$ cat config.mk
export PLATFORM = sky130hd
export DESIGN_NAME = mem_access_unit
export DESIGN_NICKNAME = d
export VERILOG_FILES = /design/src/rtl/mem_access_unit.sv
export SDC_FILE = /design/constraint.sdc
export NUM_CORES = 1
export LEC_CHECK = 0
export CELL_PAD_IN_SITES_DETAIL_PLACEMENT = 1
export CELL_PAD_IN_SITES_GLOBAL_PLACEMENT = 1
export CORE_MARGIN = 5
export CORE_UTILIZATION = 33
export DETAILED_ROUTE_END_ITERATION = 12
export PLACE_DENSITY_LB_ADDON = 0.3
export SLEW_MARGIN = 20
export SYNTH_ARGS = -nofsm -noshare
export SYNTH_HDL_FRONTEND = slang
export SYNTH_SLANG_ARGS = --single-unit
export TNS_END_PERCENT = 30
$ cat constraint.sdc
create_clock -name clk_i -period 4.81 [get_ports clk_i]
set_input_delay 0.481 -clock clk_i [delete_from_list [all_inputs] [get_ports clk_i]]
set_output_delay 0.481 -clock clk_i [all_outputs]
set_load 0.005 [all_outputs]
$ cat src/rtl/mem_access_unit.sv
// Load/store unit between EX/MEM and the byte-addressed data memory.
// One request in flight: checks it, runs one memory cycle, formats the result.
module mem_access_unit #(
    parameter int unsigned MEM_BYTES = 32
) (
    input  logic        clk_i,
    input  logic        reset_i,
    input  logic        req_valid_i,
    output logic        req_ready_o,
    input  logic        req_we_i,
    input  logic [1:0]  req_size_i,
    input  logic        req_signed_i,
    input  logic [31:0] req_addr_i,
    input  logic [31:0] req_wdata_i,
    input  logic [4:0]  req_rd_i,
    output logic        mem_we_o,
    output logic [2:0]  mem_op_o,
    output logic [31:0] mem_addr_o,
    output logic [31:0] mem_din_o,
    input  logic [31:0] mem_dout_i,
    output logic        rsp_valid_o,
    input  logic        rsp_ready_i,
    output logic [31:0] rsp_data_o,
    output logic [4:0]  rsp_rd_o,
    output logic        rsp_fault_o,
    output logic        busy_o
);

    typedef enum logic [1:0] {IDLE, ACCESS, RESP} state_e;

    localparam logic [32:0] LIMIT = 33'(MEM_BYTES);

    state_e      state_q;
    logic        we_q;
    logic [1:0]  size_q;
    logic        signed_q;
    logic [31:0] addr_q;
    logic [31:0] wdata_q;
    logic [4:0]  rd_q;
    logic [31:0] rsp_data_q;
    logic [4:0]  rsp_rd_q;
    logic        rsp_fault_q;

    logic        accept;
    logic        req_fault;
    logic [2:0]  nbytes;
    logic [32:0] end_addr;
    logic [31:0] rsp_data_d;
    logic [7:0]  ld_b;
    logic [15:0] ld_h;
    logic        in_access;

    always_comb begin
        nbytes = 3'd4;
        unique case (req_size_i)
            2'b00:   nbytes = 3'd1;
            2'b01:   nbytes = 3'd2;
            default: nbytes = 3'd4;
        endcase
    end

    // 33-bit sum so an address near 2^32 cannot wrap back into range
    assign end_addr  = {1'b0, req_addr_i} + {30'b0, nbytes};
    assign req_fault = (req_size_i == 2'b11)
                     | ((req_size_i == 2'b01) & req_addr_i[0])
                     | ((req_size_i == 2'b10) & (|req_addr_i[1:0]))
                     | (end_addr > LIMIT);

    assign req_ready_o = ~reset_i & ((state_q == IDLE)
                       | ((state_q == RESP) & rsp_ready_i));
    assign accept      = req_valid_i & req_ready_o;

    assign in_access  = (state_q == ACCESS);
    assign mem_we_o   = in_access & we_q & ~reset_i;
    assign mem_op_o   = in_access ? {size_q == 2'b10, size_q == 2'b01,
                                     size_q == 2'b00} : 3'b000;
    assign mem_addr_o = in_access ? addr_q : 32'd0;
    assign mem_din_o  = in_access ? wdata_q : 32'd0;

    // memory returns the lowest-addressed byte in the top lane
    assign ld_b = mem_dout_i[31:24];
    assign ld_h = {mem_dout_i[23:16], mem_dout_i[31:24]};

    always_comb begin
        rsp_data_d = 32'd0;
        if (!we_q) begin
            unique case (size_q)
                2'b00:   rsp_data_d = {{24{signed_q & ld_b[7]}}, ld_b};
                2'b01:   rsp_data_d = {{16{signed_q & ld_h[15]}}, ld_h};
                default: rsp_data_d = {mem_dout_i[7:0], mem_dout_i[15:8],
                                       mem_dout_i[23:16], mem_dout_i[31:24]};
            endcase
        end
    end

    always_ff @(posedge clk_i) begin
        if (reset_i) begin
            state_q     <= IDLE;
            we_q        <= 1'b0;
            size_q      <= 2'b00;
            signed_q    <= 1'b0;
            addr_q      <= 32'd0;
            wdata_q     <= 32'd0;
            rd_q        <= 5'd0;
            rsp_data_q  <= 32'd0;
            rsp_rd_q    <= 5'd0;
            rsp_fault_q <= 1'b0;
        end else if (accept) begin
            we_q     <= req_we_i;
            size_q   <= req_size_i;
            signed_q <= req_signed_i;
            addr_q   <= req_addr_i;
            wdata_q  <= req_wdata_i;
            rd_q     <= req_rd_i;
            if (req_fault) begin
                state_q     <= RESP;
                rsp_data_q  <= 32'd0;
                rsp_rd_q    <= req_rd_i;
                rsp_fault_q <= 1'b1;
            end else begin
                state_q <= ACCESS;
            end
        end else begin
            unique case (state_q)
                IDLE: begin
                end
                ACCESS: begin
                    state_q     <= RESP;
                    rsp_data_q  <= rsp_data_d;
                    rsp_rd_q    <= rd_q;
                    rsp_fault_q <= 1'b0;
                end
                RESP: begin
                    if (rsp_ready_i) state_q <= IDLE;
                end
                default: state_q <= IDLE;
            endcase
        end
    end

    assign rsp_valid_o = (state_q == RESP);
    assign rsp_data_o  = rsp_data_q;
    assign rsp_rd_o    = rsp_rd_q;
    assign rsp_fault_o = rsp_fault_q;
    assign busy_o      = (state_q != IDLE);

endmodule
* Word level (Yosys, flattened, before mapping)
Index checks and enable logic that the tools add are counted.
** Storage, ports and cells
- Output and inout port bits :: 109
- Bits of input ports :: 109
- Register bits :: 113
- Logic and storage cells :: 63
** Cells by class
- Muxes and demuxes :: 19
- Reduce and logical (&&, ||, !) cells :: 8
- Magnitude comparators :: 1
- Equal/unequal tests :: 10
- Bitwise gates (word level) :: 14
- Add/subtract/negate cells :: 1
** Operator list (count)
- two-way mux 32 bit :: 6
- case mux 32 bit (2 select lines) :: 1
- adder 32 x 3 -> 33 bit :: 1
- greater-than comparator 33 x 6 -> 1 bit, second input constant :: 1
- two-way mux 5 bit :: 3
- bitwise AND 1 bit :: 9
- equality test 2 bit, second input constant :: 4
- equality test 2 x 1 -> 1 bit, second input constant :: 3
- logical NOT 2 bit :: 3
- two-way mux 2 bit :: 3
- case mux 2 bit (3 select lines) :: 1
- case mux 3 bit (2 select lines) :: 1
- OR 1 bit :: 4
- AND reduction 2 bit :: 2
- nonzero test 2 bit :: 2
- two-way mux 1 bit :: 3
- two-way mux 3 bit :: 1
- != test 3 x 1 -> 1 bit, second input constant :: 1
- != test 2 x 1 -> 1 bit, second input constant :: 1
- != test 2 bit, second input constant :: 1
- OR reduction 2 bit :: 1
- inverter 1 bit :: 1

* Depth between registers and ports, before layout
Gate-level depths: netlist of the first run.
- Depth after elaboration :: 7
- Gate-level depth with buffers :: 12
- Depth with buffers taken out :: 10

* Worst setup path after synthesis of the first run
Ideal clock, no wire load.
- Kind :: in2reg
- Start :: input port req_size_i[1]
- End :: register rsp_rd_q[0] (netlist: rsp_rd_o[0])
- Setup slack :: 1439 ps
- Data arrival time :: 3247 ps
- Required time :: 4687 ps
- Buffers on the path :: 2
- Stages :: 10
- Library setup time :: 123 ps
- Cell sequence :: ha_1 clkbuf_1 nand3_1 and2_1 o41a_1 or4_4 nor4_4 a41oi_1 buf_4 mux2_1
** On the way
- Longest elaborated chain between the ends :: 7
- Elaborated cells on any way between the ends :: 14
- Those cells by class :: add/sub (1); order compare (1); eq/ne (4); mux (1); bitwise (5); reduce/logical (2)
** Ends and longest elaborated chain
- start: declaration :: line 11 : input logic [1:0] req_size_i,
- equality test 2 x 1 -> 1 bit / logical NOT 2 bit (equally long branches) :: line 55, 65
- case mux 3 bit (2 select lines) / bitwise AND 1 bit (equally long branches) :: line 55, 65
- adder 32 x 3 -> 33 bit / OR 1 bit (equally long branches) :: line 63, 65
- greater-than comparator 33 x 6 -> 1 bit / OR 1 bit (equally long branches) :: line 67, 66
- OR 1 bit (*) :: line 67 : | (end_addr > LIMIT);
- != test 2 x 1 -> 1 bit (no source line) (*)
- AND reduction 2 bit (no source line) (*)
- end signal: assignment :: line 118 : rsp_rd_q <= req_rd_i;
- end signal: assignment :: line 130 : rsp_rd_q <= rd_q;
- end: declaration :: line 41 : logic [4:0] rsp_rd_q;
Mark *: on every way between the ends. The rest lies on a longest branch, timed or not.
A chain may end at the register's enable or synchronous reset.

* Worst setup path in the final report of the first run
- Start :: input port req_size_i[1]
- End :: register state_q[1]
** On the way
- Longest elaborated chain between the ends :: 7
- Elaborated cells on any way between the ends :: 14
- Those cells by class :: add/sub (1); order compare (1); eq/ne (3); mux (3); bitwise (5); reduce/logical (1)
** Ends and longest elaborated chain
- equality test 2 x 1 -> 1 bit / logical NOT 2 bit (equally long branches) :: line 55, 65
- case mux 3 bit (2 select lines) / bitwise AND 1 bit (equally long branches) :: line 55, 65
- adder 32 x 3 -> 33 bit / OR 1 bit (equally long branches) :: line 63, 65
- greater-than comparator 33 x 6 -> 1 bit / OR 1 bit (equally long branches) :: line 67, 66
- OR 1 bit (*) :: line 67
- two-way mux 2 bit (*) :: line 115 : if (req_fault) begin
- two-way mux 2 bit (*) :: line 108 : end else if (accept) begin
- end signal: assignment :: line 116 : state_q <= RESP;
- end signal: assignment :: line 121 : state_q <= ACCESS;
- end signal: assignment :: line 128 : state_q <= RESP;
- end: declaration :: line 33 : state_e state_q;
Marks and branches as above.

==> results of run 1 <==
critical path: cells and delay by family:
| family | cells | cell delay, ns |
|---|---|---|
| compound gates | 2 | 0.83 |
| fa+ha+maj | 1 | 0.47 |
| buf+inv | 1 | 0.49 |
| simple gates | 5 | 1.85 |
power by group through the flow:
stage	Clock [uW]	Combinational [uW]	Sequential (uW)
floorplan	0	129	1000
global placement	0	279	1000
detailed placement	0	283	1010
CTS	1430	285	986
global route	1470	309	990
finish	1390	282	986
cell families after synthesis:
logic type,count (synthesis),share of synthesized area (%)
AO/OA/AOI/OAI,169,20.09
AND/OR/NAND/NOR,336,31.00
buffers and inverters,67,4.798
multiplexers,8,1.554
flip-flops,113,40.73
XOR/XNOR,5,0.7884
adder cells (fa/ha/maj),4,1.036
routing by layer:
| metal | global-route usage [%] | up-vias | part of all wire, % |
|---|---|---|---|
| li1 | - | 2810 | - |
| met1 | 25.69 | 2691 | 46 |
| met2 | 31.20 | 165 | 47 |
| met3 | 4.460 | 23 | 5.4 |
| met4 | 6.272 | 0 | 1.8 |
| met5 | 0 | - | 0 |
through the flow:
step | setup slack [ns] | hold WS, ns
after floorplan | 1.439 | 0.4317
after CTS | 0.9944 | 0.4509
after global routing | 0.7444 | 0.4634
after global placement | 0.6521 | 0.4376
final | 0.9914 | 0.4471
after detailed placement | 0.5300 | 0.4431
state kept, by name (all words and copies together), names as in the netlist:
register     flops
addr_q          32
we_q             1
rsp_fault_o      1
wdata_q         32
rd_q             5
rsp_rd_o         5
size_q           2
rsp_data_o      32
state_q          2
signed_q         1
cells in the mapped netlist (8+ instances only):
| cell | count |
|---|---|
| sky130_fd_sc_hd__clkbuf_1 | 38 |
| sky130_fd_sc_hd__o32ai_2 | 10 |
| sky130_fd_sc_hd__nand2_1 | 161 |
| sky130_fd_sc_hd__a21oi_1 | 98 |
| sky130_fd_sc_hd__and4_1 | 8 |
| sky130_fd_sc_hd__nand2b_1 | 9 |
| sky130_fd_sc_hd__dfxtp_1 | 113 |
| sky130_fd_sc_hd__inv_1 | 19 |
| sky130_fd_sc_hd__o211ai_1 | 9 |
| sky130_fd_sc_hd__nor2_1 | 14 |
| sky130_fd_sc_hd__nand4_1 | 8 |
| sky130_fd_sc_hd__a211oi_1 | 11 |
| sky130_fd_sc_hd__o21ai_0 | 11 |
| sky130_fd_sc_hd__nor2b_1 | 26 |
| sky130_fd_sc_hd__and2_1 | 69 |
placed cells by master, fill, tap and decap left out, types with 5 or more instances in the layout:
| master | synthesis | final |
|---|---|---|
| sky130_fd_sc_hd__and2_1 | 69 | 69 |
| sky130_fd_sc_hd__a21oi_1 | 98 | 98 |
| sky130_fd_sc_hd__nor3_1 | 7 | 7 |
| sky130_fd_sc_hd__clkbuf_16 | 0 | 17 |
| sky130_fd_sc_hd__and4_1 | 8 | 8 |
| sky130_fd_sc_hd__buf_4 | 1 | 10 |
| sky130_fd_sc_hd__inv_1 | 19 | 19 |
| sky130_fd_sc_hd__o21ai_0 | 11 | 11 |
| sky130_fd_sc_hd__o32ai_2 | 10 | 10 |
| sky130_fd_sc_hd__o211ai_1 | 9 | 9 |
| sky130_fd_sc_hd__mux2_1 | 5 | 5 |
| sky130_fd_sc_hd__bufinv_16 | 0 | 5 |
| sky130_fd_sc_hd__o32ai_1 | 6 | 6 |
| sky130_fd_sc_hd__nand2b_1 | 9 | 9 |
| sky130_fd_sc_hd__clkdlybuf4s50_1 | 0 | 216 |
| sky130_fd_sc_hd__nand4_1 | 8 | 8 |
| sky130_fd_sc_hd__nor2b_1 | 26 | 25 |
| sky130_fd_sc_hd__dfxtp_1 | 113 | 113 |
| sky130_fd_sc_hd__a211oi_1 | 11 | 11 |
| sky130_fd_sc_hd__nand3_1 | 7 | 7 |
| sky130_fd_sc_hd__nand2_1 | 161 | 160 |
| sky130_fd_sc_hd__nor2_1 | 14 | 14 |
| sky130_fd_sc_hd__xnor2_1 | 5 | 5 |
final cells by class:
class	instances	area share (%)
Clock buffer	21	5.492
Clock inverter	10	2.118
Inverter	19	0.8326
Multi-Input combinational cell	522	35.82
Sequential cell	113	26.41
Tap cell	220	3.214
Timing Repair Buffer	226	26.12
path summary, 6_finish.rpt:
| check | slack, ns | to | from | cells after the start |
|---|---|---|---|---|
| setup / recovery | 0.99 | state_q[1]$_SDFFE_PP0P_ | req_size_i[1] | 9 |
| hold / removal | 0.45 | addr_q[22]$_SDFFE_PP0P_ | addr_q[22]$_SDFFE_PP0P_ | 2 |
| setup reg to reg | 1.65 | rsp_data_o[18]$_SDFFE_PP0P_ | size_q[1]$_SDFFE_PP0P_ | 4 |
| hold reg to reg | 0.45 | addr_q[22]$_SDFFE_PP0P_ | addr_q[22]$_SDFFE_PP0P_ | 2 |
==> reports/metrics.cfg, run 1 <==
[power_and_ir_drop]
p_switching_uw = 597.4
vdd.ir_drop.worst_mv = 0.2652
p_int_uw = 2064
fin_total_pwr_uw = 2661
power_density_over_the_cells_mw_per_mm2 = 310.7
switching_portion_of_total_power_pct = 22.45
p_clk_share_pct = 52.3
seqPwrFrac_pct = 37.1
p_leak_uw = 0.003048
pwr-share-comb_pct = 10.6

[clock_tree]
numCtsBuffers = 17
max-clock-path-buffers = 2
cts_max_level = 4
cts_resized = 0
cts_tree = done
numClockSinks = 113
cts_post_setup_buffers_inserted = 0
clk_pin_slew_worst_paths_ns = 0.05
post_cts_hold_buffer_count = 0
cts_root_buffer = sky130_fd_sc_hd__clkbuf_16
clk-insertion-delay-late_ns = 0.42

[yosys]
yosys_warnings = 0
synth-seq-area-share_pct = 40.73
post_synth_inst_count = 702
syn_nets = 815
yosys.area.top_type_share_pct = 40.73
synth.cell_area_mm2 = 0.005554
synth.avg_cell_area_um2 = 7.912
synth.largest_area_cell = sky130_fd_sc_hd__dfxtp_1
synth_edf_count = 0
synth.lib_cells_used.distinct = 58
synth-main-ff-cell = sky130_fd_sc_hd__dfxtp_1
ys_seq_elements = 113
synth.top_cells.by_area = sky130_fd_sc_hd__dfxtp_1 (41%), sky130_fd_sc_hd__nand2_1 (11%), sky130_fd_sc_hd__a21oi_1 (8.8%), sky130_fd_sc_hd__and2_1 (7.8%), sky130_fd_sc_hd__nor2b_1 (2.9%)
synth-async-reset-ratio_pct = 0

[detailed_routing]
route.antenna.remaining_nets = 0
vias_per_cell = 5.030
avgRoutedWirePerCell_um = 17.18
drt_pass1_iterations = 4
first_iter_violations = 225
finalWirelength_mm = 19.44
via_count = 5689
detail_route.drc_violations = 0

[timing]
maxSlewViolCount = 0
rsz0062_at_grt = false
worst_pin_slew_ns = 0.9807
final.setup.tns_ns = 0
final-hold-violation-count = 0
clock-skew-final_ns = 0.005403
final-setup-viol-count = 0
period_needed_ns = 3.819
max_freq_mhz = 261.9
max-slew-margin-rel_pct = 34.62
final.period_utilization_pct = 79.39

[setup_path]
worst-setup-path-type = in2reg
crit_arrival_ns = 4.12
critical-path-slowest-cell = sky130_fd_sc_hd__or4_4
critical_path_required_ns = 5.11
timing.critical_path.cells = clkdlybuf4s50_1 -> ha_1 -> nand3_1 -> and2_1 -> o41a_1 -> or4_4 -> nor4_4 -> nand4_1 -> a32o_1
critical_path.max_stage_delay_ns = 0.54
endpoint_kind = flip-flop
path_max_fanout = 9
setup.worst_path.start_class = primary input

[floorplan]
die_area_mm2 = 0.01952
fp.coreArea_mm2 = 0.01652
core.rowCount = 47
die_y_um = 139.7
start_util_pct = 33.61
ios = 218
fp.dieW_um = 139.7

[cells_and_area]
drive_above_1_share_pct = 6.696
areaGrowthSynthToFinish_pct = 54.22
area_of_combinational_cells_with_multiple_inputs_mm2 = 0.003068
design_area_mm2 = 0.008566
register_area_mm2 = 0.002262
fillers = 1944
nets = 1012
non_filler_instances = 1131
antenna-diode-count = 0
final_util_pct = 51.84

[global_route]
first_global_vias = 5665
grt_first_pass_wirelength_mm = 30.51
antenna_found_initial = 0
pin_count_of_the_biggest_net_entering_global_routing = 89
grtUsageTotal_pct = 19.35
grt_overflow_total = 0

[placement]
post_dp_area_mm2 = 0.007914
post-dp-hpwl_mm = 13.94
gp_congestion = 0.8114
port_buffers = 217
placedCellCount = 1100

[run_status]
status = finished clean

[min_path]
worstHoldPathType = reg2reg

[flow_run]
max-cap-violations = 0

Note: power is estimated with default switching activity, not from simulation.
==> inputs of run 2 (changes only) <==
CORE_UTILIZATION = 31   (was 33)
clock period = 3.7 ns   (was 4.81 ns; I/O delays follow)
==> run 2 against run 1 <==
Compared with the run above:
- setup slack worse by 0.75 ns
- flip-flop and latch count unchanged
- via count increased by 3.2%
- sequential share of layout area decreased by 0.98 points
- non-clock buffer count increased by 43
- clock-buffer cell count down 3
- critical path type unchanged
==> reports/metrics.cfg, run 2 (synthesis results as in run 1) <==
[run_status]
status = finished clean

[cells_and_area]
non_filler_instances = 1184  ; +4.7%
antenna-diode-count = 0  ; unchanged
final_util_pct = 50.04  ; -1.8 points
fillers = 2123  ; +9.2%
nets = 1055  ; +4.2%
final_cell_mix = sky130_fd_sc_hd__clkdlybuf4s50_1 (216), sky130_fd_sc_hd__nand2_1 (160), sky130_fd_sc_hd__dfxtp_1 (113)
mostFrequentLayoutCell = sky130_fd_sc_hd__clkdlybuf4s50_1
areaGrowthSynthToFinish_pct = 60.19
design_area_mm2 = 0.008897  ; +3.9%
drive_above_1_share_pct = 10.99  ; +4.3 points

[clock_tree]
cts_tree = done
cts_root_buffer = sky130_fd_sc_hd__clkbuf_16
clk-insertion-delay-late_ns = 0.41  ; about the same
cts_resized = 0  ; unchanged
cts_post_setup_buffers_inserted = 0  ; unchanged
clk_pin_slew_worst_paths_ns = 0.06  ; about the same
post_cts_hold_buffer_count = 0  ; unchanged
numClockSinks = 113  ; unchanged
max-clock-path-buffers = 2  ; unchanged
cts_max_level = 4  ; unchanged
numCtsBuffers = 17  ; unchanged

[detailed_routing]
detail_route.drc_violations = 0  ; unchanged
route.antenna.remaining_nets = 0  ; unchanged
dr_wl_met2_mm = 9.750  ; +7.1%
via_count = 5870  ; +3.2%
finalWirelength_mm = 20.35  ; +4.7%
first_iter_violations = 197  ; -12%
vias_per_cell = 4.958  ; -1.4%
met3_wirelength_mm = 1.295  ; +24%
m1WireLength_mm = 9.099  ; +1.7%
dr.max_layer_used = met4
drt_pass1_iterations = 4  ; unchanged
avgRoutedWirePerCell_um = 17.19  ; about the same

[placement]
post-dp-hpwl_mm = 14.99  ; +7.6%
gp_congestion = 0.8698  ; +7.2%
port_buffers = 217  ; unchanged
post_dp_area_mm2 = 0.008255  ; +4.3%
placedCellCount = 1152  ; +4.7%

[timing]
final-hold-violation-count = 0  ; unchanged
maxSlewViolCount = 0  ; unchanged
worst_pin_slew_ns = 0.9836  ; +0.002874 ns
final-setup-viol-count = 0  ; unchanged
max_freq_mhz = 289.5
clock-skew-final_ns = 0.008978  ; +0.003574 ns
period_needed_ns = 3.454
max-slew-margin-rel_pct = 34.18  ; -0.43 points
fin_hold_ws_ns = 0.4488  ; +0.001730 ns
final.period_utilization_pct = 93.35
rsz0062_at_grt = false
final.setup.tns_ns = 0  ; unchanged

[global_route]
antenna_found_initial = 0  ; unchanged
pin_count_of_the_biggest_net_entering_global_routing = 60  ; -33%
first_global_vias = 6157  ; +8.7%
grtUsageTotal_pct = 19.51  ; +0.16 points
grt_overflow_total = 0  ; unchanged
grt_first_pass_wirelength_mm = 32.18  ; +5.5%

[power_and_ir_drop]
p_leak_uw = 0.003239  ; +6.3%
pwr-share-comb_pct = 11.7  ; +1.1 points
p_int_uw = 2625  ; +27%
power_density_over_the_cells_mw_per_mm2 = 389.2  ; +25%
vdd.ir_drop.worst_mv = 0.2912  ; +9.8%
switching_portion_of_total_power_pct = 24.20  ; +1.7 points
p_switching_uw = 838.0  ; +40%
seqPwrFrac_pct = 37.0  ; about the same
p_clk_share_pct = 51.3  ; -1.0 points

[flow_run]
max-cap-violations = 0  ; unchanged

[floorplan]
die_area_mm2 = 0.02069  ; +6.0%
die_y_um = 143.9  ; +2.9%
fp.dieW_um = 143.9  ; +2.9%
start_util_pct = 31.24  ; -2.4 points
core.rowCount = 49  ; +4.3%
fp.coreArea_mm2 = 0.01778  ; +7.6%
ios = 218  ; unchanged

[setup_path]
timing.critical_path.cells = clkdlybuf4s50_1 -> ha_1 -> a21oi_1 -> a211oi_1 -> buf_4 -> a211o_1 -> a2111oi_0 -> o2111a_1 -> a41oi_4 -> buf_12 -> o32ai_1
critical-path-slowest-cell = sky130_fd_sc_hd__clkdlybuf4s50_1
crit_arrival_ns = 3.77  ; -0.35 ns
worst-setup-path-type = in2reg
path_max_fanout = 24  ; +15
setup.worst_path.start_class = primary input
endpoint_kind = flip-flop
critical_path_required_ns = 4.02  ; -1.09 ns
critical_path.max_stage_delay_ns = 0.47  ; -0.07 ns

[min_path]
worstHoldPathType = reg2reg

==> run 2: changes by cell type in the layout (fill, tap and decap cells not counted), moves of 2 or more <==
cell	change
sky130_fd_sc_hd__clkinvlp_4	+3
sky130_fd_sc_hd__clkinv_2	-3
sky130_fd_sc_hd__inv_6	+4
sky130_fd_sc_hd__buf_4	+42
sky130_fd_sc_hd__clkbuf_8	-2
==> run 2: stage by stage <==
| stage | setup slack [ns] | power [uW] |
|---|---|---|
| after detailed placement | -0.1442 | 1714 |
| after global routing | 0.01750 | 3596 |
| final | 0.2460 | 3463 |
| after floorplan | 0.4402 | 1467 |
| after global placement | -0.01617 | 1706 |
| after CTS | 0.2808 | 3499 |
==> run 2: routing by layer <==
| layer | GRT usage, % | up-vias |
|---|---|---|
| li1 | - | 2897 |
| met1 | 24.99 | 2795 |
| met2 | 32.97 | 165 |
| met3 | 4.925 | 13 |
| met4 | 4.757 | 0 |
| met5 | 0 | - |
==> run 2: power groups by stage <==
stage	logic, uW	clock network [uW]	registers (uW)
floorplan	167	0	1300
global placement	400	0	1310
detailed placement	405	0	1310
CTS	409	1810	1280
global route	444	1860	1290
finish	405	1780	1280
==> run 2: worst paths after layout <==
| kind | endpoint | from | slack [ns] | cells after the start |
|---|---|---|---|---|
| worst min-delay path | addr_q[29]$_SDFFE_PP0P_ | addr_q[29]$_SDFFE_PP0P_ | 0.45 | 2 |
| worst min register to register | addr_q[29]$_SDFFE_PP0P_ | addr_q[29]$_SDFFE_PP0P_ | 0.45 | 2 |
| worst max-delay path | rsp_data_o[19]$_SDFFE_PP0P_ | req_size_i[1] | 0.25 | 11 |
| worst max register to register | rsp_data_o[11]$_SDFFE_PP0P_ | state_q[1]$_SDFFE_PP0P_ | 1.27 | 7 |
==> run 2: cell type report <==
type / instances / area (um^2) / share of cell area (%)
multi-input cells: 522 / 3063 / 34.43
inverters: 19 / 71.32 / 0.8016
repair buffers: 269 / 2572 / 28.91
well taps: 229 / 286.5 / 3.220
clock inverters: 14 / 202.7 / 2.278
clock buffers: 18 / 439.2 / 4.936
flip-flops and latches: 113 / 2262 / 25.43
==> run 2: critical path, delay by kind of cell <==
| kind | cells | cell delay, ns |
|---|---|---|
| AO/OA/AOI/OAI | 7 | 2.14 |
| buffers and inverters | 3 | 0.90 |
| adder cells (fa/ha/maj) | 1 | 0.36 |
